===== src/rtl/io_pwm_led_if.sv =====
// rtl/io_pwm_led_if.sv - CPU store-to-IO bus bundle for io_pwm_led
interface io_pwm_led_if;
    logic [3:0]  st_we_io;
    logic [9:0]  st_adr_io;
    logic [31:0] st_data_io;

    modport master (
        output st_we_io,
        output st_adr_io,
        output st_data_io
    );

    modport slave (
        input st_we_io,
        input st_adr_io,
        input st_data_io
    );
endinterface


===== src/rtl/io_pwm_led.sv =====
// rtl/io_pwm_led.sv - memory-mapped RGB PWM LED driver with shadowed duty and linear fade
module io_pwm_led #(
    parameter int CLKDIV   = 16,
    parameter int FADE_DIV = 4
) (
    input  logic        clk,
    input  logic        rst_n,
    io_pwm_led_if.slave bus,
    output logic [2:0]  rgb_led
);
    localparam int PW = (CLKDIV > 1) ? $clog2(CLKDIV) : 1;
    localparam int FW = (FADE_DIV > 1) ? $clog2(FADE_DIV) : 1;
    localparam logic [PW-1:0] PRE_LAST  = PW'(CLKDIV - 1);
    localparam logic [FW-1:0] FCNT_LAST = FW'(FADE_DIV - 1);
    localparam logic [9:0]    ADR_DUTY  = 10'h200;
    localparam logic [9:0]    ADR_CTRL  = 10'h201;

    logic [7:0]    tgt_r, tgt_g, tgt_b;
    logic [7:0]    cur_r, cur_g, cur_b;
    logic          en, fade, inv;
    logic [PW-1:0] pre;
    logic [7:0]    cnt;
    logic [FW-1:0] fcnt;

    logic          duty_wr, ctrl_wr, en_on, en_off;
    logic          tick, pbound, fade_step;
    logic [2:0]    raw;
    logic          unused_data;

    // Byte 3 of a DUTY store carries nothing.
    assign unused_data = &{1'b0, bus.st_data_io[31:24]};

    function automatic logic [7:0] step_toward(input logic [7:0] c, input logic [7:0] t);
        if (c < t)
            return c + 8'd1;
        else if (c > t)
            return c - 8'd1;
        else
            return c;
    endfunction

    // Write decode, period timing and comparator; en_on/en_off see the pre-write CTRL.
    always_comb begin
        duty_wr   = (|bus.st_we_io) && (bus.st_adr_io == ADR_DUTY);
        ctrl_wr   = bus.st_we_io[0] && (bus.st_adr_io == ADR_CTRL);
        en_on     = ctrl_wr && bus.st_data_io[0] && !en;
        en_off    = ctrl_wr && !bus.st_data_io[0] && en;
        tick      = en && (pre == PRE_LAST);
        pbound    = tick && (cnt == 8'hFF);
        fade_step = fade && (fcnt == FCNT_LAST);
        raw[2]    = en && (cnt < cur_r);
        raw[1]    = en && (cnt < cur_g);
        raw[0]    = en && (cnt < cur_b);
    end

    // Target and control registers, byte-enabled, visible one cycle after the store.
    always_ff @(posedge clk) begin
        if (rst_n) begin
            tgt_r <= 8'd0;
            tgt_g <= 8'd0;
            tgt_b <= 8'd0;
            en    <= 1'b0;
            fade  <= 1'b0;
            inv   <= 1'b0;
        end else begin
            if (duty_wr && bus.st_we_io[0]) tgt_r <= bus.st_data_io[7:0];
            if (duty_wr && bus.st_we_io[1]) tgt_g <= bus.st_data_io[15:8];
            if (duty_wr && bus.st_we_io[2]) tgt_b <= bus.st_data_io[23:16];
            if (ctrl_wr) begin
                en   <= bus.st_data_io[0];
                fade <= bus.st_data_io[1];
                inv  <= bus.st_data_io[2];
            end
        end
    end

    // Prescaler and PWM step counter; parked at zero while disabled so EN restarts a period.
    always_ff @(posedge clk) begin
        if (rst_n || en_off || !en) begin
            pre <= '0;
            cnt <= 8'd0;
        end else if (tick) begin
            pre <= '0;
            cnt <= cnt + 8'd1;
        end else begin
            pre <= pre + 1'b1;
        end
    end

    // Fade divider counts period boundaries while fading.
    always_ff @(posedge clk) begin
        if (rst_n || en_off) begin
            fcnt <= '0;
        end else if (pbound) begin
            if (!fade || fade_step)
                fcnt <= '0;
            else
                fcnt <= fcnt + 1'b1;
        end
    end

    // Comparator shadow registers: change only at a period boundary or an enabling CTRL write.
    always_ff @(posedge clk) begin
        if (rst_n) begin
            cur_r <= 8'd0;
            cur_g <= 8'd0;
            cur_b <= 8'd0;
        end else if (pbound) begin
            if (!fade) begin
                cur_r <= tgt_r;
                cur_g <= tgt_g;
                cur_b <= tgt_b;
            end else if (fade_step) begin
                cur_r <= step_toward(cur_r, tgt_r);
                cur_g <= step_toward(cur_g, tgt_g);
                cur_b <= step_toward(cur_b, tgt_b);
            end
        end else if (en_on && !bus.st_data_io[1]) begin
            cur_r <= tgt_r;
            cur_g <= tgt_g;
            cur_b <= tgt_b;
        end
    end

    // Registered outputs; a disabling write drops them on the very next cycle.
    always_ff @(posedge clk) begin
        if (rst_n || en_off)
            rgb_led <= 3'b000;
        else
            rgb_led <= raw ^ {3{inv & en}};
    end
endmodule


===== src/flat_wrapper.sv =====
// flat-port wrapper written by rule: the top's interface ports become plain ports
module io_pwm_led_flat 
#(
    parameter int CLKDIV   = 16,
    parameter int FADE_DIV = 4
)
  (clk, rst_n, rgb_led, bus_st_we_io, bus_st_adr_io, bus_st_data_io);
  io_pwm_led_if bus_i ();
  input  logic clk;
  input  logic rst_n;
  output logic [2:0] rgb_led;
  input wire logic [$bits(bus_i.st_we_io)-1:0] bus_st_we_io;
  input wire logic [$bits(bus_i.st_adr_io)-1:0] bus_st_adr_io;
  input wire logic [$bits(bus_i.st_data_io)-1:0] bus_st_data_io;
  assign bus_i.st_we_io = bus_st_we_io;
  assign bus_i.st_adr_io = bus_st_adr_io;
  assign bus_i.st_data_io = bus_st_data_io;
  io_pwm_led #(.CLKDIV(CLKDIV), .FADE_DIV(FADE_DIV)) u_core (.clk(clk), .rst_n(rst_n), .bus(bus_i), .rgb_led(rgb_led));
endmodule

===== config.mk =====
export PLATFORM = sky130hd
export DESIGN_NAME = io_pwm_led_flat
export DESIGN_NICKNAME = d
export VERILOG_FILES = /design/src/rtl/io_pwm_led_if.sv /design/src/rtl/io_pwm_led.sv /design/src/flat_wrapper.sv
export SDC_FILE = /design/constraint.sdc
export NUM_CORES = 1
export LEC_CHECK = 0
export CAP_MARGIN = 15
export CELL_PAD_IN_SITES_DETAIL_PLACEMENT = 1
export CELL_PAD_IN_SITES_GLOBAL_PLACEMENT = 1
export CORE_ASPECT_RATIO = 1.4
export CORE_UTILIZATION = 43
export CTS_CLUSTER_SIZE = 28
export DETAILED_ROUTE_END_ITERATION = 7
export GPL_TIMING_DRIVEN = 0
export PLACE_DENSITY = 0.91
export SLEW_MARGIN = 20
export SYNTH_ARGS = -nofsm -noshare
export SYNTH_HDL_FRONTEND = slang
export SYNTH_SLANG_ARGS = --single-unit

===== constraint.sdc =====
create_clock -name clk -period 3.26 [get_ports clk]
set_input_delay 0.489 -clock clk [delete_from_list [all_inputs] [get_ports clk]]
set_output_delay 0.489 -clock clk [all_outputs]
set_load 0.01 [all_outputs]

Word level (Yosys, flattened, before mapping)
Cells that the tools add are included.
{"block": "classes", "addsub": 9, "multipliers": 0, "div_mod_pow": 0, "magnitude_cmp": 9, "n_eq_ne": 9, "shift": 0, "mux": 19, "bitwise_logic": 2, "reduce_logical": 29}
{"operator": "8-bit two-way mux", "n": 18}
{"operator": "8-bit less-than comparator", "n": 6}
{"operator": "8-bit by 1-bit adder with 8-bit output, second input constant", "n": 4}
{"operator": "8-bit greater-than comparator", "n": 3}
{"operator": "8-bit by 1-bit subtractor with 8-bit output, second input constant", "n": 3}
{"operator": "10-bit == test, second input constant", "n": 2}
{"operator": "1-bit logical AND", "n": 16}
{"operator": "4-bit != test, second input constant", "n": 3}
{"operator": "3-bit AND reduction", "n": 3}
{"operator": "8-bit == test, second input constant", "n": 1}
{"operator": "4-bit by 1-bit adder with 4-bit output, second input constant", "n": 1}
{"operator": "4-bit == test, second input constant", "n": 1}
{"operator": "1-bit logical NOT", "n": 4}
{"operator": "4-bit OR reduction", "n": 1}
{"operator": "1-bit logical OR", "n": 3}
{"operator": "3-bit != test, second input constant", "n": 1}
{"operator": "3-bit XOR", "n": 1}
{"operator": "2-bit by 1-bit adder with 2-bit output, second input constant", "n": 1}
{"operator": "2-bit == test, second input constant", "n": 1}
{"operator": "2-bit two-way mux", "n": 1}
{"operator": "2-bit nonzero test", "n": 1}
{"operator": "2-bit OR reduction", "n": 1}
{"operator": "1-bit bitwise AND", "n": 1}
{"block": "totals", "reg_bits": 68, "latch_bits": 0, "ramBits": 0, "romBits": 0, "input_bits": 48, "out_inout_bits": 3, "mem_count": 0}

Longest topological paths before layout
{"block": "logic_depth", "word_depth": 7, "mapped_depth": 13, "ltp_nobuf": 13}

Least setup slack after synthesis
Ideal clock, no wire load.
{"block": "synth_timing", "kind": "reg2reg", "start": "register u_core.cur_g[1]", "end": "register u_core.cur_g[7]", "setup_ps": 116, "arrival_ps": 2862, "required_ps": 3144, "path_slack_ps": 282, "stages_incl_launch_ff": 13, "n_path_buf": 0, "cell_sequence": "dfxtp_1 ha_1 nor2b_1 o211ai_1 a21oi_1 nand2b_1 ha_1 a211oi_1 o21ai_0 a21oi_1 a21oi_1 xnor2_1 a31o_2"}
{"block": "synth_between", "elab_chain_cells": 6, "word_cells_on_any_way": 11, "cone_classes": "add/sub: 2; order compare: 2; eq/ne: 1; mux: 5; reduce/logical: 1"}
{"item": "from (decl)", "line": "io_pwm_led.sv:19", "source": "logic [7:0] cur_r, cur_g, cur_b;"}
{"item": "from (signal assigned)", "line": "io_pwm_led.sv:111", "source": "cur_g <= tgt_g;"}
{"item": "from (signal assigned)", "line": "io_pwm_led.sv:115", "source": "cur_g <= step_toward(cur_g, tgt_g);"}
{"item": "from (signal assigned)", "line": "io_pwm_led.sv:120", "source": "cur_g <= tgt_g;"}
{"item": "8-bit by 1-bit subtractor with 8-bit output", "line": "io_pwm_led.sv:37", "source": "return c - 8'd1;"}
{"item": "8-bit two-way mux", "line": "io_pwm_led.sv:36", "source": "else if (c > t)"}
{"item": "8-bit two-way mux", "line": "io_pwm_led.sv:34", "source": "if (c < t)"}
{"item": "8-bit two-way mux", "line": "io_pwm_led.sv:113", "source": "end else if (fade_step) begin"}
{"item": "8-bit two-way mux", "line": "io_pwm_led.sv:109", "source": "if (!fade) begin"}
{"item": "8-bit two-way mux", "line": "io_pwm_led.sv:108", "source": "end else if (pbound) begin"}
Parallel ways exist; a longest one is shown, timed or not. The select of a mux whose other input is x is not followed.
A chain may end at the register's enable or synchronous reset.

Worst setup path after layout
{"block": "layout_timing", "start": "register u_core.tgt_b[1]", "end": "register u_core.cur_b[7]"}
{"block": "layout_between", "elab_chain_cells": 5, "word_cells_on_any_way": 8, "cone_classes": "order compare: 2; eq/ne: 1; mux: 4; reduce/logical: 1"}
{"item": "from (decl)", "line": "io_pwm_led.sv:18", "source": "logic [7:0] tgt_r, tgt_g, tgt_b;"}
{"item": "from (signal assigned)", "line": "io_pwm_led.sv:68", "source": "if (duty_wr && bus.st_we_io[2]) tgt_b <= bus.st_data_io[23:16];"}
{"item": "8-bit less-than comparator", "line": "io_pwm_led.sv:34"}
{"item": "8-bit two-way mux", "line": "io_pwm_led.sv:34"}
{"item": "8-bit two-way mux", "line": "io_pwm_led.sv:113"}
{"item": "8-bit two-way mux", "line": "io_pwm_led.sv:109"}
{"item": "8-bit two-way mux", "line": "io_pwm_led.sv:108"}
{"item": "to (signal assigned)", "line": "io_pwm_led.sv:112", "source": "cur_b <= tgt_b;"}
{"item": "to (signal assigned)", "line": "io_pwm_led.sv:116", "source": "cur_b <= step_toward(cur_b, tgt_b);"}
{"item": "to (signal assigned)", "line": "io_pwm_led.sv:121", "source": "cur_b <= tgt_b;"}
{"item": "to (decl)", "line": "io_pwm_led.sv:19"}
Parallel ways exist; a longest one is shown, timed or not. The select of a mux whose other input is x is not followed.

==> out/results.txt <==
The buffer cell driving the clock tree root was sky130_fd_sc_hd__clkbuf_16. The initial utilization of the core area, before any placement, comes to 44.02%. At the worst endpoint, the arrival time is 3.35 ns. The run gives 8897 µm as the amount of wire on met2 after detailed routing. The run gives 3 as the number of H-tree levels.

The minimum period implied by the final worst setup slack was 3.118 ns; the transition time at the pin with the least slew margin was 0.9691 ns. Startpoint type of the worst setup path: a flip-flop. Yosys printed 0 warnings.

The multi-input logic area is 0.003358 mm². Among all stages on the critical path, the largest delay is contributed by sky130_fd_sc_hd__dfxtp_1. For this run, the leading register cell type out of synthesis is sky130_fd_sc_hd__dfxtp_1. Critical path capture point type: a flip-flop. After floorplanning, the core was divided into 46 placement rows. For the setup slack after layout, the log shows 0.1417 ns. The register area was 0.001366 mm². The worst-case IR drop observed on VDD is 0.2298 mV. The tool flagged a number of max-cap violations equal to 0. After synthesis, the largest area contributor takes up 27.28% of total cell area.

For the worst setup path, the data required time is 3.50 ns. At the later pin of the worst-skew pair, clock insertion delay measures 0.35 ns. For this run, asynchronously set or reset flops after synthesis account for 0%. Traced cell by cell, the critical path runs through inv_1 -> ha_1 -> nor2b_1 -> o211ai_1 -> a21oi_1 -> nand2b_4 -> ha_1 -> a211oi_2 -> o21ai_0 -> a21oi_2 -> a21oi_1 -> xnor2_1 -> a31o_2. The HPWL after detailed placement is 12150 µm. The buffer and inverter count on the worst path works out to 1.

Sorting the synthesized cells by area gives the leading types as sky130_fd_sc_hd__dfxtp_1 (27%), sky130_fd_sc_hd__ha_1 (17%), sky130_fd_sc_hd__a21oi_1 (8.0%). The total wirelength of the detailed-routed design was 16850 µm. The fraction of the yosys area taken by sequential cells is 27.28%, and the total number of vias is 4911. For the number of clock sinks seen by CTS, the log shows 68.

The cell count after synthesis came out at 624. In the finished design, the share of the clock period the worst path needs comes to 95.65%. After routing the design area is 0.005988 mm². After clock tree synthesis, the clock-pin slew on the worst setup and hold paths is 0.06 ns. The number of global-route vias before repair is 5346, and the wire length on met3 is 741 µm.

The reported leakage power is 0.002320 µW. Derived from the worst setup path, the maximum achievable clock frequency is 320.7 MHz. The top cell types in the final layout, fill and taps aside, are sky130_fd_sc_hd__nand2_1 (84), sky130_fd_sc_hd__a21oi_1 (74), sky130_fd_sc_hd__ha_1 (69). The tools report the largest net degree at the start of global routing as 14. In this run the worst hold path is classified as flip-flop to flip-flop. Routed signal wires occupy layers up through met4. The logs give 744 for the post-synth net total and 0.006048 ns for the worst clock skew on the final layout. The floorplan step defined a die boundary enclosing 0.01205 mm². Leaving out fill and tap cells, the most frequent cell in the layout is sky130_fd_sc_hd__nand2_1.

The number of synthesized register bits was 68; the pre-CTS worst setup slack was -0.2447 ns. The first global-routing pass estimated 26320 µm of wire. Once placement finished, the instance area stood at 0.005552 mm². The worst pin sits at a relative slew slack of 35.15%. The critical path is of the flip-flop to flip-flop type. The final count of hold timing violations was 0.

Clock tree synthesis inserted a total of 9 buffers. The mapped netlist covers 0.004991 mm². The post-route netlist has 11.16% of its cells at a drive strength greater than 1. For the number of nets in the final layout, the log shows 796. Overall routing resource usage: 28.71%.

Dividing the detail-routed via count by the number of cells gives 5.953. The synthesized design contains 0 enable-type register cells. On the worst path, the slowest cell contributes a delay of 0.42 ns.

At the end of routability-driven placement, the weighted congestion stood at 0.8996. The number of different library cells used by synthesis comes to 52. The synthesis-to-finish area growth is 19.98%, and the total of fill cells in the finished design is 1361. The clock passes through at most 2 buffers.

The area inside the core boundary was 0.01134 mm²; the power density relative to cell area was 346.8 mW/mm². Input and output buffers added on the ports amount to 38. The flow ran to the end, and the final reports show no timing, DRC or antenna violations.

For this design the top-level I/O count stands at 51. In this run the mean area of a mapped cell was 7.998 µm². The logs give 0 for the initial antenna violation count and 0 for the number of antenna diodes. The wire length per cell after detailed routing is 20.43 µm, and the remaining antenna violation count is 0. Die boundary height: 129.5 µm. TritonCTS built the clock tree. For this run the aggregate overflow at the end of global routing stands at 0. In this run the horizontal extent of the chip is 93.06 µm. For the final count of pins violating max slew, the log shows 0. Grouping stages by cell kind, the critical path spends the most delay in compound AO/OA/AOI/OAI gates. The total routed wire length on the met1 layer is 6290 µm. Along the worst path, the maximum fanout reaches 8.

Summed over all instances, the cell type with the most area after synthesis is sky130_fd_sc_hd__dfxtp_1. Setup violations remaining at the end of the flow were counted as 0. For this run, design rule violations remaining after detail routing come to 0. The first detailed-routing pass ran for 4 iterations. After the first detailed-routing iteration, the DRC count stood at 258.
==> flip-flops by register name, indices dropped and copies added (netlist names) <==
name	flops
u_core.cur_g	8
u_core.cur_r	8
u_core.cur_b	8
u_core.tgt_r	8
u_core.fade	1
u_core.en	1
u_core.cnt	8
u_core.pre	4
u_core.rgb_led	3
u_core.tgt_g	8
u_core.fcnt	2
u_core.inv	1
u_core.tgt_b	8
==> Yosys cell counts, drive strengths merged (3+ instances only) <==
cell type	count
nand2	84
a21oi	80
ha	69
dfxtp	68
inv	52
nor2	43
nand3	30
o21ai	25
xnor2	15
a311oi	14
buf	12
nand4	12
clkbuf	11
nand2b	10
o211ai	9
xor2	9
a21o	7
o21a	6
a31oi	5
and3	5
or2	5
a211oi	4
and4	4
nor2b	4
nor3	4
a211o	3
a31o	3
a32oi	3
and2	3
fa	3
mux2i	3
o21ba	3
o21bai	3
o221a	3
==> stage by stage <==
| stage | TNS, ns | power [µW] | util, % | hold WS (ns) | instances |
|---|---|---|---|---|---|
| 2_1_floorplan | 0 | 871.7 | - | 0.4284 | 624 |
| 3_3_place_gp | -0.1529 | 927.3 | 48.96 | 0.4530 | 806 |
| 3_5_place_dp | -0.9003 | 929.9 | 48.96 | 0.4650 | 806 |
| 4_1_cts | 0 | 2083 | 52.39 | 0.4737 | 825 |
| 5_1_grt | -0.01060 | 2120 | 52.81 | 0.5121 | 825 |
| 6_report | 0 | 2077 | 52.81 | 0.4706 | 825 |
==> kinds of logic (layout without fill, tap and decap cells) <==
| logic type | after synthesis | in the layout | share of synthesized area [%] |
|---|---|---|---|
| simple gates | 210 | 210 | 20.28 |
| compound gates | 172 | 172 | 22.49 |
| buf+inv | 75 | 132 | 6.643 |
| fa+ha+maj | 72 | 72 | 18.50 |
| flops | 68 | 68 | 27.28 |
| xor+xnor | 24 | 24 | 4.212 |
| mux | 3 | 3 | 0.6017 |
==> worst register-to-register path: stages, from the launching register on <==
cell	delay [ns]
sky130_fd_sc_hd__dfxtp_1	0.42
sky130_fd_sc_hd__inv_1	0.08
sky130_fd_sc_hd__ha_1	0.30
sky130_fd_sc_hd__nor2b_1	0.15
sky130_fd_sc_hd__o211ai_1	0.22
sky130_fd_sc_hd__a21oi_1	0.14
sky130_fd_sc_hd__nand2b_4	0.22
sky130_fd_sc_hd__ha_1	0.34
sky130_fd_sc_hd__a211oi_2	0.27
sky130_fd_sc_hd__o21ai_0	0.16
sky130_fd_sc_hd__a21oi_2	0.19
sky130_fd_sc_hd__a21oi_1	0.13
sky130_fd_sc_hd__xnor2_1	0.15
sky130_fd_sc_hd__a31o_2	0.23
==> metal layers <==
metal  vias to the layer above  global-route usage [%]
met4                         0                   18.55
li1                       2321                       -
met5                         -                       0
met2                       135                   53.50
met3                        58                   4.460
met1                      2397                   29.47
==> final cells by class <==
type                       instances  share of cell area, %
inverter                          52                  3.260
tap                              144                  3.009
sequential                        68                  22.82
buffer                            23                  2.277
timing repair buffer              41                  6.728
multi-input combinational        481                  56.08
clock inverter                     7                  2.069
clock buffer                       9                  3.761
==> path summary, 6_finish.rpt <==
kind | slack [ns] | to | cells after the start | from
worst max-delay path | 0.14 | u_core.cur_b[7] | 13 | u_core.tgt_b[1]
worst min-delay path | 0.47 | u_core.tgt_g[7] | 2 | u_core.tgt_g[7]
worst min register to register | 0.47 | u_core.tgt_g[7] | 2 | u_core.tgt_g[7]
worst max register to register | 0.14 | u_core.cur_b[7] | 13 | u_core.tgt_b[1]
==> what timing repair did <==
action	4_1_cts	5_1_grt
hold buffers	0	0
endpoints found under the hold margin	0	0
pin swaps	3	2
resized for setup	6	14
buffers inserted	3	0
setup endpoints to repair	8	6
==> power breakdown <==
part / switching [µW] / leakage [µW] / internal, µW / total (µW)
logic: 36.9 / 0.00160 / 45.1 / 82.0
clock network: 411 / 0.000166 / 753 / 1160
registers: 0.178 / 0.000549 / 831 / 831
total: 448 / 0.00232 / 1630 / 2080
Power figures use the tool's default switching activity.
